[config.mk]
export PLATFORM = sky130hd
export DESIGN_NAME = uart_rx_ctrl
export DESIGN_NICKNAME = d
export VERILOG_FILES = /design/src/rtl/uart_pkg.sv /design/src/rtl/uart_rx_fifo.sv /design/src/rtl/uart_rx_ctrl.sv
export SDC_FILE = /design/constraint.sdc
export NUM_CORES = 1
export LEC_CHECK = 0
export BUFFER_PORTS_ARGS = -buffer_cell sky130_fd_sc_hd__clkbuf_2
export CAP_MARGIN = 20
export CORE_MARGIN = 2
export CORE_UTILIZATION = 41
export CTS_CLUSTER_DIAMETER = 40
export DETAILED_ROUTE_END_ITERATION = 7
export GPL_ROUTABILITY_DRIVEN = 0
export HOLD_SLACK_MARGIN = 0.1
export PLACE_DENSITY = 0.61
export SYNTH_ARGS = -nofsm -noshare
export SYNTH_HDL_FRONTEND = slang
export SYNTH_HIERARCHICAL = 1
export SYNTH_SLANG_ARGS = --single-unit
[constraint.sdc]
create_clock -name baud_clk -period 4.5 [get_ports baud_clk]
set_clock_uncertainty 0.15 [all_clocks]
set_input_delay 0.45 -clock baud_clk [delete_from_list [all_inputs] [get_ports baud_clk]]
set_output_delay 0.45 -clock baud_clk [all_outputs]
set_load 0.005 [all_outputs]
[src/rtl/uart_pkg.sv]
// Shared definitions for the UART receive path.
// Contents:
//   - frame bit positions of the 11-bit SIPO frame
//   - receive-controller FSM state encoding
//   - FIFO entry width and packed entry layout {ferr, perr, data}
package uart_pkg;

  localparam int START_BIT  = 0;
  localparam int DATA_LSB   = 1;
  localparam int DATA_MSB   = 8;
  localparam int PARITY_BIT = 9;
  localparam int STOP_BIT   = 10;
  localparam int FRAME_W    = 11;
  localparam int ENTRY_W    = 10;

  typedef enum logic [1:0] {
    IDLE   = 2'd0,
    CHECK  = 2'd1,
    COMMIT = 2'd2
  } rx_state_e;

  typedef struct packed {
    logic       ferr;
    logic       perr;
    logic [7:0] data;
  } rx_entry_t;

endpackage

[src/rtl/uart_rx_fifo.sv]
// Parameterised synchronous FIFO with show-ahead output.
// Ports:
//   baud_clk, reset_n     : clock, asynchronous active-low reset
//   push, wr_entry        : write request and data (ignored when full without a pop)
//   pop                   : read request (ignored when empty)
//   rd_entry              : head entry; holds the last popped entry while empty
//   full, empty, count    : occupancy status
module uart_rx_fifo #(
  parameter int DEPTH = 4,
  parameter int WIDTH = 10
) (
  input  logic                       baud_clk,
  input  logic                       reset_n,
  input  logic                       push,
  input  logic [WIDTH-1:0]           wr_entry,
  input  logic                       pop,
  output logic [WIDTH-1:0]           rd_entry,
  output logic                       full,
  output logic                       empty,
  output logic [$clog2(DEPTH+1)-1:0] count
);

  localparam int AW = $clog2(DEPTH);
  localparam int CW = $clog2(DEPTH+1);

  logic [WIDTH-1:0] mem [DEPTH];
  logic [AW-1:0]    wr_ptr;
  logic [AW-1:0]    rd_ptr;
  logic [WIDTH-1:0] hold_q;
  logic             do_push;
  logic             do_pop;

  assign empty   = (count == '0);
  assign full    = (count == CW'(DEPTH));
  assign do_pop  = pop & ~empty;
  // A push at full is only legal when the head leaves in the same cycle.
  assign do_push = push & (~full | do_pop);

  always_ff @(posedge baud_clk or negedge reset_n) begin
    if (!reset_n) begin
      wr_ptr <= '0;
      rd_ptr <= '0;
      count  <= '0;
      hold_q <= '0;
    end else begin
      if (do_push) wr_ptr <= wr_ptr + AW'(1);
      if (do_pop) begin
        rd_ptr <= rd_ptr + AW'(1);
        hold_q <= mem[rd_ptr];
      end
      case ({do_push, do_pop})
        2'b10:   count <= count + CW'(1);
        2'b01:   count <= count - CW'(1);
        default: count <= count;
      endcase
    end
  end

  always_ff @(posedge baud_clk) begin
    if (do_push) mem[wr_ptr] <= wr_entry;
  end

  // Storage is not reset, so the empty case shows the held copy instead.
  assign rd_entry = empty ? hold_q : mem[rd_ptr];

endmodule

[src/rtl/uart_rx_ctrl.sv]
// UART receive controller between the SIPO deserialiser and the host.
// Detects each completed frame, checks start/stop/parity, queues the data
// byte with error tags into a show-ahead FIFO and keeps sticky status flags.
// Ports:
//   baud_clk, reset_n               : 16x clock, asynchronous active-low reset
//   rx_en                           : gate for new frames
//   frame_parll, frame_rdy          : SIPO frame and its received level flag
//   frame_active                    : SIPO reception in progress
//   rd_data/rd_perr/rd_ferr/rd_valid: FIFO head, drained with rd_ready
//   fifo_count                      : FIFO occupancy
//   parity_err/framing_err/overrun_err : sticky flags, cleared by clr_status
//   rx_busy                         : reception or checking in progress
module uart_rx_ctrl
  import uart_pkg::*;
#(
  parameter int DEPTH      = 4,
  parameter bit PARITY_EN  = 1'b1,
  parameter bit PARITY_ODD = 1'b0,
  parameter bit DROP_BAD   = 1'b0
) (
  input  logic                       baud_clk,
  input  logic                       reset_n,
  input  logic                       rx_en,
  input  logic [FRAME_W-1:0]         frame_parll,
  input  logic                       frame_rdy,
  input  logic                       frame_active,
  output logic [7:0]                 rd_data,
  output logic                       rd_perr,
  output logic                       rd_ferr,
  output logic                       rd_valid,
  input  logic                       rd_ready,
  output logic [$clog2(DEPTH+1)-1:0] fifo_count,
  output logic                       parity_err,
  output logic                       framing_err,
  output logic                       overrun_err,
  input  logic                       clr_status,
  output logic                       rx_busy
);

  rx_state_e          state;
  rx_state_e          next_state;
  logic               rdy_q;
  logic               rx_event;
  logic [FRAME_W-1:0] frame_q;
  logic               perr_q;
  logic               ferr_q;
  logic               latch_frame;
  logic               do_check;
  logic               push;
  logic               pop;
  logic               set_perr;
  logic               set_ferr;
  logic               set_ovr;
  logic               fifo_full;
  logic               fifo_empty;
  rx_entry_t          wr_entry;
  rx_entry_t          rd_entry;

  // frame_rdy is a 16-cycle level; only its rising edge counts as a frame.
  assign rx_event = frame_rdy & ~rdy_q;
  assign pop      = ~fifo_empty & rd_ready;

  always_ff @(posedge baud_clk or negedge reset_n) begin
    if (!reset_n) state <= IDLE;
    else          state <= next_state;
  end

  always_comb begin
    next_state  = state;
    latch_frame = 1'b0;
    do_check    = 1'b0;
    push        = 1'b0;
    set_perr    = 1'b0;
    set_ferr    = 1'b0;
    set_ovr     = 1'b0;
    case (state)
      IDLE: begin
        if (rx_event & rx_en) begin
          latch_frame = 1'b1;
          next_state  = CHECK;
        end
      end
      CHECK: begin
        do_check   = 1'b1;
        next_state = COMMIT;
      end
      COMMIT: begin
        set_perr   = perr_q;
        set_ferr   = ferr_q;
        next_state = IDLE;
        // Error flags are raised even when a bad frame is discarded.
        if (!((perr_q | ferr_q) & DROP_BAD)) begin
          if (fifo_full & ~pop) set_ovr = 1'b1;
          else                  push    = 1'b1;
        end
      end
      default: next_state = IDLE;
    endcase
  end

  always_ff @(posedge baud_clk or negedge reset_n) begin
    if (!reset_n) begin
      rdy_q       <= 1'b0;
      frame_q     <= '0;
      perr_q      <= 1'b0;
      ferr_q      <= 1'b0;
      parity_err  <= 1'b0;
      framing_err <= 1'b0;
      overrun_err <= 1'b0;
    end else begin
      rdy_q <= frame_rdy;
      if (latch_frame) frame_q <= frame_parll;
      if (do_check) begin
        // XOR across data and parity bit is 0 for a correct even-parity frame.
        perr_q <= PARITY_EN & ((^frame_q[PARITY_BIT:DATA_LSB]) != PARITY_ODD);
        ferr_q <= frame_q[START_BIT] | ~frame_q[STOP_BIT];
      end
      // A set in the same cycle as clr_status wins.
      parity_err  <= set_perr | (parity_err  & ~clr_status);
      framing_err <= set_ferr | (framing_err & ~clr_status);
      overrun_err <= set_ovr  | (overrun_err & ~clr_status);
    end
  end

  assign wr_entry = '{ferr: ferr_q, perr: perr_q, data: frame_q[DATA_MSB:DATA_LSB]};

  uart_rx_fifo #(
    .DEPTH (DEPTH),
    .WIDTH (ENTRY_W)
  ) u_fifo (
    .baud_clk (baud_clk),
    .reset_n  (reset_n),
    .push     (push),
    .wr_entry (wr_entry),
    .pop      (pop),
    .rd_entry (rd_entry),
    .full     (fifo_full),
    .empty    (fifo_empty),
    .count    (fifo_count)
  );

  assign rd_data  = rd_entry.data;
  assign rd_perr  = rd_entry.perr;
  assign rd_ferr  = rd_entry.ferr;
  assign rd_valid = ~fifo_empty;
  // Gated by reset so the output reads 0 while reset is held.
  assign rx_busy  = reset_n & (frame_active | (state != IDLE));

endmodule
==> out/qor.csv, run 1 <==
stage,metric,value,unit
grt,grt_pass1_wl,8355,um
routing,drt_pass1_iterations,4,
logic_synthesis,synth.distinct_cells,37,
logic_synthesis,yosysWarningCount,6,
finish,drive_gt1_share,38.93,%
sta,rsz0062_at_grt,no,
min_path,min_path_type,in2reg,
routing,drt_iter0_drc,88,
finish,diodes,0,
finish,syn_to_final_growth,13.74,%
grt,grt_overflow,0,
power_and_ir_drop,internal_power,1.522,mW
routing,wire_per_inst,14.59,um
grt,grt_max_degree,38,
sta,setup_viol,0,
sta,slew-limit-headroom,35.95,%
routing,drc,0,
worst_setup_path,critPathCaptureType,flip-flop,
worst_setup_path,path_buf_inv,1,
sta,fmax,0.2801,GHz
logic_synthesis,syn_nets,220,
power_and_ir_drop,power_density,590.1,mW/mm2
worst_setup_path,cp.arrival,3.64,ns
floorplanning,coreArea,0.007727,mm2
power_and_ir_drop,power_switching_share,30.84,%
worst_setup_path,startpoint_type,flip-flop,
logic_synthesis,yosysSeqAreaShare,64.10,%
worst_setup_path,cp_cell_sequence,nor3_4 -> inv_1 -> nand2_1 -> a21boi_0 -> or3_1 -> fa_1 -> or3b_1 -> and3_1 -> a221o_1,
floorplanning,dieArea,0.008730,mm2
worst_setup_path,slowest_stage,nor3_4,
grt,grt_usage,12.90,%
power_and_ir_drop,power_switching,678.8,uW
power_and_ir_drop,p_leak,1.471,nW
clock_tree,cts_buffers,9,
finish,nets,262,
finish,layout.cells.non_filler,346,
grt,grt_pass1_vias,1690,
worst_setup_path,critical_path_required,4.57,ns
sta,drv_slew,0,
logic_synthesis,avgSynthCellArea,16.65,um2
clock_tree,cts_max_path_buffers,2,
floorplanning,boundaryPins,36,
sta,worst_slew_pin_slew,0.9523,ns
worst_setup_path,critical_path.max_stage_delay,0.58,ns
clock_tree,cts_root_buf,clkbuf_8,
place,hpwlAfterDp,3430,um
place,placed_area,0.003531,mm2
routing,postRouteAntennaNets,0,
finish,fin_area,0.003730,mm2
sta,finalCritPeriodShare,79.34,%
power_and_ir_drop,combPwrFrac,32.2,%
clock_tree,clk_pin_slew_worst_paths,0.08,ns
floorplanning,rows,32,
power_and_ir_drop,clockPowerShare,20.7,%
clock_tree,htree_levels,3,
worst_setup_path,crit_fanout,14,
floorplanning,start_util,42.44,%
worst_setup_path,cpLargestDelayFamily,simple AND/OR/NAND/NOR gates,
sta,hold_violations,0,
sta,setup_tns,0,ns
logic_synthesis,ys_ff_latch,76,
routing,vias,1703,
clock_tree,cts_sinks,76,
logic_synthesis,syn_inst,197,
clock_tree,cts_resized,0,
clock_tree,clock_latency,0.34,ns
clock_tree,cts_tree,built,
power_and_ir_drop,power_frac_seq,47.1,%
worst_setup_path,crit_type,reg2reg,
place,placed_cells,328,
grt,antenna_found_initial,0,
logic_synthesis,netlist_area,0.003279,mm2
flow_run,maxCapViolations,0,
routing,drt-vias-per-instance,4.922,
sta,period_needed,3.570,ns
finish,fin_util,48.27,%
status,status,completed,
power_and_ir_drop,ir_worst_vdd,0.2018,mV
floorplanning,die_w,93.44,um
place,io_buffers,35,
routing,routed_wl,5047,um
floorplanning,die_h,93.44,um
routing by layer:
metal | up-vias | global-route usage (%) | share of wire [%]
met4 | 0 | 7.353 | 2.3
met2 | 28 | 19.30 | 48
met5 | - | 0 | 0
met3 | 10 | 2.659 | 3.8
li1 | 814 | - | -
met1 | 851 | 17.54 | 46
metrics by stage:
stage | power, mW | hold slack [ns] | worst slack, ns
after floorplan | 1.573 | 0.004409 | 1.353
after global placement | 1.763 | 0.3311 | 1.000
after detailed placement | 1.779 | 0.3375 | 0.9148
after CTS | 2.248 | 0.1562 | 0.8962
after global routing | 2.358 | 0.1658 | 0.7067
final | 2.201 | 0.1726 | 0.9296
synthesized netlist by cell type (all sizes together):
cell type,n,area (um2)
mux2,32,360.3
nor2,1,3.750
mux4,10,232.7
nand2,6,22.52
nor3b,1,12.51
and2,4,25.02
xnor3,1,22.52
o21ai,7,35.03
a221o,1,10.01
nand3,3,15.01
fa,1,20.02
or3,1,6.260
nor2b,3,18.77
and3,1,6.260
edfxtp,40,1201
nand2b,2,12.51
xnor2,7,61.31
a22oi,1,7.510
buf,7,58.80
or3b,1,8.760
nor3,1,16.27
o2111ai,2,17.52
inv,13,48.80
dfrtp,36,900.9
a21boi,2,18.77
nand3b,2,15.01
xor2,4,35.03
nor4,1,21.27
or2,1,6.260
o31a,1,8.760
ha,4,50.05
sequential cells by signal, indices dropped and copies added, names as in the netlist:
register	cells
u_fifo/hold_q	10
perr_q	1
parity_err	1
rdy_q	1
overrun_err	1
state	2
u_fifo/count	3
u_fifo/mem	40
u_fifo/rd_ptr	2
u_fifo/wr_ptr	2
frame_q	11
framing_err	1
ferr_q	1
cells by family (layout without fill, tap and decap cells):
family	Yosys count	after routing	synth area share [%]
multiplexers	42	42	18.08
XOR/XNOR	12	12	3.624
adder cells (fa/ha/maj)	5	5	2.137
flip-flops	76	76	64.10
AO/OA/AOI/OAI	14	14	2.976
buffers and inverters	20	67	3.281
AND/OR/NAND/NOR	28	28	5.799
layout make-up:
type,instances,area (um2)
Sequential cell,76,2102
Clock buffer,11,141.4
Fill cell,684,3998
Tap cell,102,127.6
Multi-Input combinational cell,101,1070
Inverter,13,48.80
Clock inverter,5,37.54
Timing Repair Buffer,38,202.7
placed cells by master (no fill, tap or decap), types with 3 or more instances in the layout:
cell      instances
edfxtp_1         40
dfrtp_1          36
clkbuf_2         35
mux2_2           31
inv_1            13
clkbuf_8         10
mux4_2            8
xnor2_1           7
nand2_1           6
o21ai_0           6
xor2_1            4
and2_1            4
ha_1              4
nor2b_1           3
nand3_1           3
power by group through the flow:
stage          clock, mW  combinational (mW)  sequential [mW]
2_1_floorplan          0               0.587            0.985
3_3_place_gp           0               0.711             1.05
3_5_place_dp           0               0.722             1.06
4_1_cts            0.478               0.727             1.04
5_1_grt            0.502               0.788             1.07
6_report           0.456               0.708             1.04
worst paths after layout:
kind	start	endpoint	slack [ns]	depth (start not counted)
hold / removal	clr_status	framing_err	0.17	2
setup reg to reg	u_fifo/count[0]	u_fifo/count[2]	0.93	9
hold reg to reg	frame_q[10]	frame_q[10]	0.35	1
max in group asynchronous	reset_n	frame_q[7]	3.30	3
setup / recovery	u_fifo/count[0]	u_fifo/count[2]	0.93	9
min in group asynchronous	reset_n	frame_q[1]	0.56	3
what timing repair did:
item | CTS | global route
setup endpoints to repair | 0 | 0
hold buffers | 2 | 0
buffers inserted | 0 | 0
hold endpoints to repair | 37 | 0
(Power assumes the default switching activity.)
==> run 2: changes to the inputs <==
--- a/config.mk
+++ b/config.mk
@@ -5,6 +5,7 @@
 export SDC_FILE = /design/constraint.sdc
 export NUM_CORES = 1
 export LEC_CHECK = 0
+export ABC_AREA = 1
 export BUFFER_PORTS_ARGS = -buffer_cell sky130_fd_sc_hd__clkbuf_2
 export CAP_MARGIN = 20
 export CORE_MARGIN = 2
@@ -13,7 +14,7 @@
 export DETAILED_ROUTE_END_ITERATION = 7
 export GPL_ROUTABILITY_DRIVEN = 0
 export HOLD_SLACK_MARGIN = 0.1
-export PLACE_DENSITY = 0.61
+export PLACE_DENSITY = 0.63
 export SYNTH_ARGS = -nofsm -noshare
 export SYNTH_HDL_FRONTEND = slang
 export SYNTH_HIERARCHICAL = 1
==> constraint.sdc (replaced) <==
create_clock -name baud_clk -period 3.1 [get_ports baud_clk]
set_clock_uncertainty 0.15 [all_clocks]
set_input_delay 0.31 -clock baud_clk [delete_from_list [all_inputs] [get_ports baud_clk]]
set_output_delay 0.31 -clock baud_clk [all_outputs]
set_load 0.005 [all_outputs]
==> run 2 against run 1 <==
Power up 49%. Worst hold slack better by 0.035 ns. Sequential power is 38% higher. Setup slack lost 0.53 ns. Via count up 36%. Fmax is 32% higher. Utilization is 2.7 points higher. Clock power rose by 64%. Largest power group unchanged.
==> out/qor.csv, run 2 <==
stage,metric,value,unit
place,placed_cells,470,
worst_setup_path,worst-r2r-cell-count,14,
finish,layout_commonest_cell,nand2_1,
routing,routed_wl,5905,um
place,io_buffers,35,
power_and_ir_drop,ir_worst_vdd,0.3165,mV
finish,diodes,0,
sta,drv_slew,0,
logic_synthesis,syn_inst,338,
sta,period_needed,2.705,ns
sta,finalHoldWorstSlack,0.2080,ns
floorplanning,start_util,42.95,%
finish,syn_to_final_growth,18.58,%
routing,wire_per_inst,11.81,um
finish,drive_gt1_share,20.10,%
place,hpwlAfterDp,4058,um
logic_synthesis,netlist_area,0.003353,mm2
floorplanning,rows,32,
finish,fillCellCount,732,
grt,grt_overflow,0,
finish,largest_reg_flops,40,
grt,antenna_found_initial,0,
power_and_ir_drop,power_density,824.8,mW/mm2
logic_synthesis,ys_ff_latch,76,
sta,fmax,0.3698,GHz
worst_setup_path,startpoint_type,flip-flop,
worst_setup_path,cp.arrival,2.84,ns
logic_synthesis,yosysWarningCount,6,
min_path,hold_start,rx_en,
clock_tree,cts_tree,built,
logic_synthesis,async_reset_ff_share,47.37,%
routing,postRouteAntennaNets,0,
clock_tree,cts_buffers,9,
finish,reg_top3,"u_fifo/mem x40, frame_q x11, u_fifo/hold_q x10",
clock_tree,clock_latency,0.34,ns
worst_setup_path,critPathCaptureType,flip-flop,
worst_setup_path,r2r-end,u_fifo/count[2],
routing,drc,0,
worst_setup_path,r2r-start,u_fifo/count[0],
routing,drt_pass1_iterations,4,
logic_synthesis,avgSynthCellArea,9.921,um2
finish,top_register,u_fifo/mem,
clock_tree,cts_resized,0,
grt,grt_pass1_wl,9680,um
worst_setup_path,crit_type,reg2reg,
sta,finalCritPeriodShare,87.24,%
logic_synthesis,synth.distinct_cells,27,
min_path,holdPathStages,6,
clock_tree,cts_root_buf,clkbuf_8,
worst_setup_path,critical_path_required,3.24,ns
sta,setup_viol,0,
logic_synthesis,ys.flop_type,edfxtp_1,
sta,setup_ws,0.3955,ns
finish,layout.cells.non_filler,500,
clock_tree,htree_levels,3,
place,pre_cts_ws,0.4117,ns
grt,grt_usage,14.43,%
sta,hold_violations,0,
sta,worst_slew_pin_slew,0.5985,ns
min_path,holdPathEnd,frame_q[0],
clock_tree,cts_setup_buffers,0,
clock_tree,clk_pin_slew_worst_paths,0.07,ns
worst_setup_path,r2r_slack,0.40,ns
power_and_ir_drop,finalPower,3.280,mW
logic_synthesis,ys_top_cells_by_count,"nand2_1, edfxtp_1, dfrtp_1",
floorplanning,coreArea,0.007807,mm2
grt,grt_pass1_vias,2121,
sta,slew-limit-headroom,60.06,%
clock_tree,cts_sinks,76,
floorplanning,die_h,94.44,um
worst_setup_path,setup.worst_path.start,u_fifo/count[0],
sta,rsz0062_at_grt,no,
floorplanning,boundaryPins,36,
grt,grt_max_degree,37,
logic_synthesis,synth_top_area_share,35.82,%
power_and_ir_drop,p_leak,1.806,nW
routing,drt_iter0_drc,112,
status,status,completed,
clock_tree,postCtsHoldBufs,14,
min_path,min_path_type,in2reg,
finish,final_cell_mix,"nand2_1, edfxtp_1, dfrtp_1",
logic_synthesis,yosysSeqAreaShare,62.69,%
finish,nets,416,
floorplanning,dieArea,0.008918,mm2
logic_synthesis,yosysMostFrequentCell,nand2_1,
logic_synthesis,syn_nets,361,
floorplanning,die_w,94.44,um
worst_setup_path,crit_fanout,23,
logic_synthesis,yosys.area.top_type,edfxtp_1,
routing,drt-vias-per-instance,4.618,
sta,setup_tns,0,ns
logic_synthesis,synth_edf_count,40,
logic_synthesis,synthTopCellsByArea,"edfxtp_1, dfrtp_1, nand2_1",
clock_tree,cts_max_path_buffers,2,
routing,vias,2309,
flow_run,maxCapViolations,0,
[run 2: worst max path at each step]
stage / end / slack (ns) / depth (start not counted)
2_1_floorplan: u_fifo/mem[0][0] / 0.64 / 9
3_3_place_gp: u_fifo/count[2] / 0.58 / 14
3_5_place_dp: u_fifo/count[2] / 0.41 / 14
4_1_cts: u_fifo/count[2] / 0.39 / 14
5_1_grt: u_fifo/count[2] / 0.22 / 14
6_report: u_fifo/count[2] / 0.40 / 14
[run 2: layout make-up]
| class | count | area, um2 | share of cell area, % |
|---|---|---|---|
| sequential | 76 | 2102 | 52.86 |
| timing repair buffer | 55 | 360.3 | 9.062 |
| inverter | 36 | 135.1 | 3.398 |
| clock inverter | 5 | 50.05 | 1.259 |
| multi-input combinational | 215 | 1050 | 26.40 |
| clock buffer | 11 | 151.4 | 3.807 |
| tap | 102 | 127.6 | 3.210 |
[run 2: cells by family (layout without fill, tap and decap cells)]
group           after synthesis  count (layout)  share of synthesized area (%)
simple gates                166             166                          20.78
flops                        76              76                          62.69
compound gates               40              40                          7.388
fa+ha+maj                     5               5                          2.090
xor+xnor                      4               4                          1.045
buf+inv                      47             107                          6.007
[run 2: routing by layer]
metal,global-route usage (%),wire [um],up-vias
met1,19.88,2902,1039
li1,-,-,1202
met2,21.43,2648,54
met5,0,0,-
met4,8.696,154,0
met3,2.474,200,14
[run 2: critical path, cell delays in order (launching register included)]
cell     delay [ns]
dfrtp_1        0.42
nor2_2         0.18
nand2_2        0.13
inv_2          0.27
o21ai_0        0.19
inv_1          0.08
nor2_1         0.09
inv_1          0.09
nand3_1        0.16
fa_1           0.48
inv_1          0.10
nand4_1        0.11
nand3_1        0.10
nand2_1        0.06
inv_1          0.05
[run 2: power breakdown]
part	internal (mW)	switching [mW]
clock network	0.410	0.336
logic	0.415	0.676
registers	1.28	0.164
[run 2: through the flow]
stage | utilization, % | area (um2)
2_1_floorplan | - | 3353
3_3_place_gp | 46.55 | 3635
3_5_place_dp | 46.55 | 3635
4_1_cts | 50.93 | 3976
5_1_grt | 50.93 | 3976
6_report | 50.93 | 3976
